`config.mk`:
```
export PLATFORM = sky130hd
export DESIGN_NAME = serial_adder_flat
export DESIGN_NICKNAME = d
export VERILOG_FILES = /design/src/rtl/serial_adder_if.sv /design/src/rtl/serial_adder.sv /design/src/flat_wrapper.sv
export SDC_FILE = /design/constraint.sdc
export NUM_CORES = 1
export LEC_CHECK = 0
export CAP_MARGIN = 5
export CORE_MARGIN = 1.5
export CORE_UTILIZATION = 50
export DETAILED_ROUTE_END_ITERATION = 10
export PLACE_DENSITY = 0.85
export SYNTH_ARGS = -nofsm -noshare
export SYNTH_HDL_FRONTEND = slang
export SYNTH_SLANG_ARGS = --single-unit
```
`constraint.sdc`:
```
create_clock -name clk -period 2.1 [get_ports clk]
set_input_delay 0.63 -clock clk [delete_from_list [all_inputs] [get_ports clk]]
set_output_delay 0.63 -clock clk [all_outputs]
set_load 0.01 [all_outputs]
```
`src/rtl/serial_adder_if.sv`:
```
// Operand/result bundle for the bit-serial adder: the master requests an
// addition, the slave (the adder) reports busy/done and the result.
interface serial_adder_if #(
  parameter int WIDTH = 8
);
  logic             start;
  logic [WIDTH-1:0] a;
  logic [WIDTH-1:0] b;
  logic             cin;
  logic             busy;
  logic             done;
  logic [WIDTH-1:0] sum;
  logic             cout;

  modport master (
    output start, a, b, cin,
    input  busy, done, sum, cout
  );

  modport slave (
    input  start, a, b, cin,
    output busy, done, sum, cout
  );
endinterface

```
`src/rtl/serial_adder.sv`:
```
// Bit-serial adder: one full-add per clock, LSB first, result shifted into sum
// from the MSB end; done pulses once WIDTH+1 cycles after start is accepted.
module serial_adder #(
  parameter int WIDTH = 8
) (
  input  logic           clk,
  input  logic           rst_n,
  serial_adder_if.slave  bus
);

  localparam int CNT_W = $clog2(WIDTH);

  typedef enum logic [1:0] {
    IDLE,
    RUN,
    DONE
  } state_t;

  state_t state;
  state_t next_state;

  logic [CNT_W-1:0] bit_cnt;
  logic [WIDTH-1:0] a_sh;
  logic [WIDTH-1:0] b_sh;
  logic [WIDTH-1:0] sum_sh;
  logic             carry;
  logic             cout_q;
  logic             last_bit;
  logic             busy_c;
  logic             done_c;

  logic a_i;
  logic b_i;
  logic hs1_sum;
  logic hs1_carry;
  logic sum_bit;
  logic hs2_carry;
  logic carry_next;

  // Full adder as two cascaded half adders plus an OR of their carries
  assign a_i        = a_sh[0];
  assign b_i        = b_sh[0];
  assign hs1_sum    = a_i ^ b_i;
  assign hs1_carry  = a_i & b_i;
  assign sum_bit    = hs1_sum ^ carry;
  assign hs2_carry  = hs1_sum & carry;
  assign carry_next = hs1_carry | hs2_carry;

  assign last_bit = (bit_cnt == CNT_W'(WIDTH - 1));

  always_ff @(posedge clk) begin
    if (!rst_n) begin
      state <= IDLE;
    end else begin
      state <= next_state;
    end
  end

  always_comb begin
    next_state = state;
    busy_c     = 1'b0;
    done_c     = 1'b0;
    case (state)
      IDLE: begin
        if (bus.start) begin
          next_state = RUN;
        end
      end
      RUN: begin
        busy_c = 1'b1;
        if (last_bit) begin
          next_state = DONE;
        end
      end
      DONE: begin
        busy_c     = 1'b1;
        done_c     = 1'b1;
        next_state = IDLE;
      end
      default: begin
        next_state = IDLE;
      end
    endcase
  end

  // Operands are only captured in IDLE, so start during RUN/DONE cannot disturb them
  always_ff @(posedge clk) begin
    if (!rst_n) begin
      a_sh    <= '0;
      b_sh    <= '0;
      sum_sh  <= '0;
      carry   <= 1'b0;
      cout_q  <= 1'b0;
      bit_cnt <= '0;
    end else if (state == IDLE) begin
      if (bus.start) begin
        a_sh    <= bus.a;
        b_sh    <= bus.b;
        carry   <= bus.cin;
        bit_cnt <= '0;
      end
    end else if (state == RUN) begin
      a_sh    <= a_sh >> 1;
      b_sh    <= b_sh >> 1;
      sum_sh  <= {sum_bit, sum_sh[WIDTH-1:1]};
      carry   <= carry_next;
      bit_cnt <= bit_cnt + CNT_W'(1);
      if (last_bit) begin
        cout_q <= carry_next;
      end
    end
  end

  assign bus.busy = busy_c;
  assign bus.done = done_c;
  assign bus.sum  = sum_sh;
  assign bus.cout = cout_q;

endmodule
```
`src/flat_wrapper.sv`:
```
// flat-port wrapper written by rule: the top's interface ports become plain ports
module serial_adder_flat 
#(
  parameter int WIDTH = 8
)
  (clk, rst_n, bus_start, bus_a, bus_b, bus_cin, bus_busy, bus_done, bus_sum, bus_cout);
  serial_adder_if #(.WIDTH(WIDTH)) bus_i ();
  input  logic clk;
  input  logic rst_n;
  input wire logic [$bits(bus_i.start)-1:0] bus_start;
  input wire logic [$bits(bus_i.a)-1:0] bus_a;
  input wire logic [$bits(bus_i.b)-1:0] bus_b;
  input wire logic [$bits(bus_i.cin)-1:0] bus_cin;
  output wire logic [$bits(bus_i.busy)-1:0] bus_busy;
  output wire logic [$bits(bus_i.done)-1:0] bus_done;
  output wire logic [$bits(bus_i.sum)-1:0] bus_sum;
  output wire logic [$bits(bus_i.cout)-1:0] bus_cout;
  assign bus_i.start = bus_start;
  assign bus_i.a = bus_a;
  assign bus_i.b = bus_b;
  assign bus_i.cin = bus_cin;
  assign bus_busy = bus_i.busy;
  assign bus_done = bus_i.done;
  assign bus_sum = bus_i.sum;
  assign bus_cout = bus_i.cout;
  serial_adder #(.WIDTH(WIDTH)) u_core (.clk(clk), .rst_n(rst_n), .bus(bus_i));
endmodule
```
==> results of run 1 <==
-- cell usage after synthesis --
master and n:
dfxtp_1 31, buf_2 3, clkbuf_4 1, a21oi_1 3, a2bb2oi_1 1, nor2_2 15, fa_1 1, o21ai_1 2
mux2i_1 25, nand2b_1 1, a211oi_2 15, inv_1 3, nor2b_1 1, ha_1 5, buf_4 1, a211oi_1 1
inv_2 1, a32oi_1 3, nand2_1 4, nand3_1 1, xor2_1 1, o22a_1 1, nor2_1 13, clkbuf_1 3
mux2_4 1, buf_6 4
-- layer usage --
layer / routed length, um / up-vias / global-route usage [%] / share of wire (%)
li1: - / 551 / - / -
met1: 1240 / 504 / 20.5 / 46
met2: 1270 / 25 / 29.2 / 47
met3: 116 / 5 / 4.02 / 4.3
met4: 64 / 0 / 14.0 / 2.4
met5: 0 / - / 0 / 0
-- power breakdown --
part           internal, mW  switching, mW  leakage (nW)
Clock                 0.197          0.186        0.0386
Combinational         0.145          0.147         0.512
Sequential            0.630         0.0301         0.254
Total                 0.972          0.362         0.805
-- sequential cells by signal (all words and copies together), names as in the netlist --
| name | count |
|---|---|
| u_core.a_sh | 8 |
| u_core.b_sh | 8 |
| u_core.bus.sum | 8 |
| u_core.bit_cnt | 3 |
| u_core.state | 2 |
| u_core.bus.cout | 1 |
| u_core.carry | 1 |
-- cells by family (layout without fill, tap and decap cells) --
| group | count (synthesis) | count (layout) |
|---|---|---|
| flops | 31 | 31 |
| xor+xnor | 1 | 1 |
| buf+inv | 16 | 48 |
| mux | 26 | 26 |
| fa+ha+maj | 6 | 6 |
| compound gates | 26 | 26 |
| simple gates | 35 | 35 |
-- through the flow --
| step | total power [mW] | worst slack (ns) | cells | hold slack (ns) |
|---|---|---|---|---|
| after global placement | 0.956 | 0.196 | 196 | 0.451 |
| after detailed placement | 0.968 | 0.132 | 196 | 0.477 |
| after global routing | 1.42 | 0.104 | 204 | 0.504 |
| final | 1.33 | 0.178 | 204 | 0.483 |
| after CTS | 1.36 | 0.0334 | 204 | 0.490 |
| after floorplan | 0.902 | 0.622 | 141 | 0.453 |
-- worst min-delay path, cell delays in order (launching register included) --
cell and delay [ns]:
dfxtp_1 0.33, nand2_1 0.05, a21oi_1 0.06
-- path summary, 6_finish.rpt --
kind / to / slack, ns / cells after the start
hold reg to reg: u_core.bus.cout / 0.48 / 2
setup / recovery: bus_busy / 0.18 / 3
hold / removal: u_core.bus.cout / 0.48 / 2
setup reg to reg: u_core.b_sh[4] / 0.56 / 5
-- final cells by class --
cell class	count	area, um^2	area share [%]
multi-input combinational	94	796	42.2
timing repair buffer	36	347	18.4
tap	31	38.8	2.06
clock buffer	8	68.8	3.65
inverter	4	15.0	0.796
sequential	31	622	33.0
-- what timing repair did --
action,4_1_cts,5_1_grt
setup endpoints to repair,1,1
endpoints found under the hold margin,0,0
gates resized for setup,2,1
hold buffers,0,0
==> run_results.csv, run 1 <==
group,metric,value,unit
outcome,status,"complete, no violations",
global_route,combined_global_route_utilization_of_all_metal_layers,18.0,%
floorplan,fp.dieArea,0.00338,mm^2
yosys,synth_area_per_cell,10.8,um^2
global_route,grt_first_pass_wirelength,4520,um
floorplan,num_rows,19,
timing,max_freq,0.520,GHz
global_route,grt_overflow,0,
yosys,synth_largest_area_cell,"dfxtp_1",
route,vias_per_cell,5.32,
clocking,post_cts.repair.setup_buffers,0,
yosys,yosys.area_share.xor_xnor,0.577,%
min_path,hp-start,"u_core.bus.cout",
worst_setup_path,worst_path_max_stage_delay,0.35,ns
pwr,p_leak,0.805,nW
yosys,synth_cells,141,
yosys,post-synth-top-area-fraction,40.9,%
worst_setup_path,critical_path_class,"flip-flop to output pin",
worst_setup_path,critical_path_peak_fanout,3,
clocking,ctsHtreeMaxLevel,2,
cells_and_area,layout.nets,198,
global_route,grt_start_max_net_pins,31,
placed_design,numPortBuffers,30,
worst_setup_path,critical_path_cell_by_cell,"inv_1 -> ha_1 -> dlygate4sd2_1",
timing,rsz_0062_raised_after_global_routing,"no",
floorplan,pin_count,31,
worst_setup_path,crit_path_end_kind,"output pin",
timing,final_worst_path_period_share,91.5,%
clocking,insertion_delay,0.32,ns
timing,finalHoldViolations,0,
worst_setup_path,timing.critical_path.from_type,"flip-flop",
floorplan,effective_utilization_at_floorplan,53.6,%
clocking,tritoncts,"yes",
route,postRouteAntennaNets,0,
yosys,synth-simple-area-share,11.5,%
worst_setup_path,startpoint,"u_core.state[0]",
cells_and_area,most_common_cell_after_layout_fill_and_taps_aside,"dfxtp_1",
timing,finalMaxSlewViolations,0,
yosys,synth_sequential_area_ratio,40.9,%
route,detailroute.via_count,1085,
timing,totalNegativeSetupSlack,0,ns
yosys,ys.warnings.count,0,
yosys,main_combinational_cell_family_by_area_after_synthesis,"multiplexers",
cells_and_area,area.growth.synth_to_final,24.3,%
timing,timing.final.crit_period,1.92,ns
pwr,powerDensity,707,mW/mm^2
worst_setup_path,reg2reg_from,"u_core.state[0]",
min_path,worst_hold_path_type,"flip-flop to flip-flop",
route,avgRoutedWirePerCell,13.2,um
cells_and_area,finish.instance_area,0.00189,mm^2
floorplan,dieWidth,58.1,um
cells_and_area,antennaDiodeCount,0,
yosys,fraction_of_the_mapped_netlist_area_in_compound_gates,17.4,%
run,max-cap-violations,0,
floorplan,die-height,58.1,um
cells_and_area,mostFrequentLayoutCells,"dfxtp_1 (30), clkdlybuf4s50_1 (28), mux2i_1 (25)",
route,first_iter_violations,18,
route,detail_route.drc_violations,0,
placed_design,placedInstanceArea,0.00182,mm^2
worst_setup_path,critPathRequiredTime,1.47,ns
route,dr.pass1.iters,4,
clocking,path_clk_slew,0.09,ns
clocking,numCtsBuffers,5,
placed_design,dpl.hpwl,1950,um
cells_and_area,finish.utilization,66.7,%
yosys,synth_cell_types,26,
timing,worstMarginPinSlew,0.472,ns
yosys,syn_nets,167,
floorplan,fp.coreArea,0.00283,mm^2
placed_design,finalWeightedCongestion,0.715,
clocking,cts.sink_count,31,
global_route,initial_antenna_violation_count,0,
yosys,yosys_register_bits,31,
timing,finalSetupViolCount,0,
global_route,first_global_vias,1034,
timing,max_slew_margin,68.5,%
timing,worst_clock_skew,0.00786,ns
clocking,clockRootBuffer,"clkbuf_4",
worst_setup_path,cp_num_buf_inv,2,
clocking,clk_path_buf_depth,2,
cells_and_area,layout-drive-gt1-share,26.6,%
worst_setup_path,critical_path_arrival,1.29,ns
route,finalWirelength,2690,um
yosys,yosys-mux-area-fraction,17.5,%
yosys,synth.area.top_cells,"dfxtp_1 (41%), mux2i_1 (16%), a211oi_2 (12%)",
worst_setup_path,crit_family,"flip-flops",
worst_setup_path,critical_path.slowest_cell,"dfxtp_2",
yosys,netlist_area_before_placement,0.00152,mm^2
cells_and_area,num-fill-cells,236,
pwr,vdd_ir_drop_max,0.483,mV
yosys,yosys.area_share.adder,5.44,%
(Power assumes the default switching activity.)
==> run 2: changes to the inputs <==
--- a/config.mk
+++ b/config.mk
@@ -5,9 +5,11 @@
 export SDC_FILE = /design/constraint.sdc
 export NUM_CORES = 1
 export LEC_CHECK = 0
+export ABC_AREA = 1
 export CAP_MARGIN = 5
 export CORE_MARGIN = 1.5
 export CORE_UTILIZATION = 50
+export CTS_CLUSTER_DIAMETER = 120
 export DETAILED_ROUTE_END_ITERATION = 10
 export PLACE_DENSITY = 0.85
 export SYNTH_ARGS = -nofsm -noshare
==> run 2 against run 1 <==
Against the previous run: the run now ends with DRC left; count of clock-buffer cells in the layout is the same; global-route usage grew 1.5 points; hold slack worse by 0.0053 ns; fmax shrank 1.1%; critical path depth unchanged; die area shrank 1.6%; clock power rose by 3%.
==> run_results.csv, run 2 <==
group,metric,value,unit
outcome,status,"finished with violations",
outcome,failed_checks,"DRC",
clocking,numCtsBuffers,5,
global_route,grt_overflow,0,
route,detail_route.drc_violations,4,
floorplan,fp.dieArea,0.00332,mm^2
timing,totalNegativeSetupSlack,0,ns
pwr,finalPower,1.56,mW
yosys,ys.warnings.count,0,
yosys,synth_sequential_area_ratio,41.6,%
timing,final_worst_path_period_share,92.5,%
cells_and_area,antennaDiodeCount,0,
timing,finalSetupViolCount,0,
cells_and_area,area.growth.synth_to_final,24.9,%
clocking,path_clk_slew,0.09,ns
yosys,ys_top_cells_by_count,"nor2_1 (50), nand2_1 (49), dfxtp_1 (31)",
yosys,synth_flop_type,"dfxtp_1",
placed_design,dpl.hpwl,2180,um
cells_and_area,layout-drive-gt1-share,6.80,%
yosys,synth_largest_area_cell,"dfxtp_1",
yosys,synth_cell_types,18,
route,avgRoutedWirePerCell,11.0,um
yosys,synth_enable_flop_cells,0,
yosys,netlist_area_before_placement,0.00149,mm^2
cells_and_area,mostFrequentLayoutCells,"nor2_1 (50), nand2_1 (49), dfxtp_1 (30)",
clocking,ctsHtreeMaxLevel,2,
global_route,combined_global_route_utilization_of_all_metal_layers,19.6,%
worst_setup_path,timing.critical_path.from_type,"flip-flop",
global_route,grt_start_max_net_pins,21,
yosys,synth_cells,219,
route,dr.pass1.iters,7,
floorplan,num_rows,19,
placed_design,numPortBuffers,30,
route,vias_per_cell,5.02,
route,detailroute.via_count,1412,
yosys,synth.area.top_cells,"dfxtp_1 (42%), nor2_1 (13%), nand2_1 (12%)",
worst_setup_path,worst_path_max_stage_delay,0.35,ns
timing,max_freq,0.515,GHz
cells_and_area,num-fill-cells,249,
worst_setup_path,critical_path_class,"flip-flop to output pin",
yosys,synth_area_per_cell,6.82,um^2
yosys,yosys.cell_count.top_type,"nor2_1",
floorplan,effective_utilization_at_floorplan,53.2,%
placed_design,finalWeightedCongestion,0.819,
floorplan,dieWidth,57.6,um
worst_setup_path,critical_path_arrival,1.31,ns
floorplan,pin_count,31,
route,postRouteAntennaNets,0,
timing,worst_clock_skew,0.00784,ns
clocking,clk_path_buf_depth,2,
pwr,vdd_ir_drop_max,0.496,mV
global_route,grt_first_pass_wirelength,4970,um
pwr,powerDensity,837,mW/mm^2
global_route,first_global_vias,1168,
min_path,worst_hold_path_type,"flip-flop to flip-flop",
yosys,syn_nets,245,
run,max-cap-violations,0,
clocking,insertion_delay,0.34,ns
yosys,yosys_register_bits,31,
global_route,initial_antenna_violation_count,0,
timing,rsz_0062_raised_after_global_routing,"no",
floorplan,die-height,57.6,um
worst_setup_path,critical_path.slowest_cell,"dfxtp_1",
yosys,postSynth.asyncResetShare,0,%
floorplan,fp.coreArea,0.00281,mm^2
clocking,cts.sink_count,31,
pwr,p_leak,0.895,nW
worst_setup_path,critPathRequiredTime,1.47,ns
clocking,tritoncts,"yes",
timing,timing.final.crit_period,1.94,ns
worst_setup_path,critical_path_peak_fanout,3,
cells_and_area,layout.nets,275,
cells_and_area,most_common_cell_after_layout_fill_and_taps_aside,"nor2_1",
clocking,clockRootBuffer,"clkbuf_4",
timing,worstMarginPinSlew,0.459,ns
yosys,post-synth-top-area-fraction,41.6,%
worst_setup_path,crit_path_end_kind,"output pin",
timing,max_slew_margin,69.4,%
route,finalWirelength,3090,um
timing,finalMaxSlewViolations,0,
route,first_iter_violations,44,
worst_setup_path,critical_path_cell_by_cell,"inv_1 -> ha_1 -> dlygate4sd2_1",
timing,finalHoldViolations,0,
==> run 2: worst paths after layout <==
kind,start,end,slack (ns),cells past startpoint
worst min-delay path,u_core.state[1],u_core.state[1],0.48,2
worst min register to register,u_core.state[1],u_core.state[1],0.48,2
worst max register to register,u_core.state[0],u_core.b_sh[6],0.44,7
worst max-delay path,u_core.state[0],bus_busy,0.16,3
==> run 2: worst max-delay path, delay by kind of cell, from the launching register on <==
family	cells	cell delay, ns
adders and majority gates	1	0.28
DFF	1	0.35
buffers and inverters	2	0.35
==> run 2: timing repair <==
action / CTS / global route
buffers inserted: 0 / 0
hold buffers: 0 / 0
gates resized for setup: 2 / 1
setup endpoints to repair: 1 / 1
endpoints found under the hold margin: 0 / 0
==> run 2: power by group <==
group / leakage, nW / switching (mW) / internal [mW]
combinational: 0.600 / 0.262 / 0.200
sequential: 0.256 / 0.0382 / 0.668
clock: 0.0386 / 0.195 / 0.197
==> run 2: routing by layer <==
| layer | track usage [%] | vias to the layer above | wire length [um] |
|---|---|---|---|
| met2 | 28.9 | 32 | 1410 |
| met3 | 4.69 | 10 | 158 |
| met1 | 26.2 | 632 | 1430 |
| met5 | 0 | - | 0 |
| li1 | - | 738 | - |
| met4 | 11.3 | 0 | 88 |
==> run 2: stage by stage <==
stage / area (um^2) / instances / setup WS (ns) / hold slack [ns] / util [%]
2_1_floorplan: 1490 / 219 / 0.779 / 0.456 / -
3_3_place_gp: 1790 / 273 / 0.302 / 0.473 / 63.9
3_5_place_dp: 1790 / 273 / 0.246 / 0.479 / 63.9
4_1_cts: 1860 / 281 / 0.0389 / 0.482 / 66.4
5_1_grt: 1860 / 281 / 0.0769 / 0.514 / 66.5
6_report: 1860 / 281 / 0.156 / 0.477 / 66.5
==> run 2: cells by family after synthesis <==
kind of cell,Yosys count,share of synthesized area [%]
AND/OR/NAND/NOR,121,33.4
AO/OA/AOI/OAI,28,9.39
buffers and inverters,33,10.1
adder cells (fa/ha/maj),6,5.53
flip-flops,31,41.6
==> run 2: final cells by class <==
| type | instances | area [um^2] | area share [%] |
|---|---|---|---|
| multi-input combinational | 155 | 721 | 38.7 |
| sequential | 31 | 622 | 33.4 |
| timing repair buffer | 34 | 332 | 17.8 |
| inverter | 22 | 82.6 | 4.43 |
| clock buffer | 8 | 68.8 | 3.69 |
| tap | 31 | 38.8 | 2.08 |
==> run 3: changes to the inputs <==
--- a/config.mk
+++ b/config.mk
@@ -6,7 +6,6 @@
 export NUM_CORES = 1
 export LEC_CHECK = 0
 export ABC_AREA = 1
-export CAP_MARGIN = 5
 export CORE_MARGIN = 1.5
 export CORE_UTILIZATION = 50
 export CTS_CLUSTER_DIAMETER = 120
==> results of run 3 <==
Same layout as run 2: the final DEF is identical, and so are final timing and power.
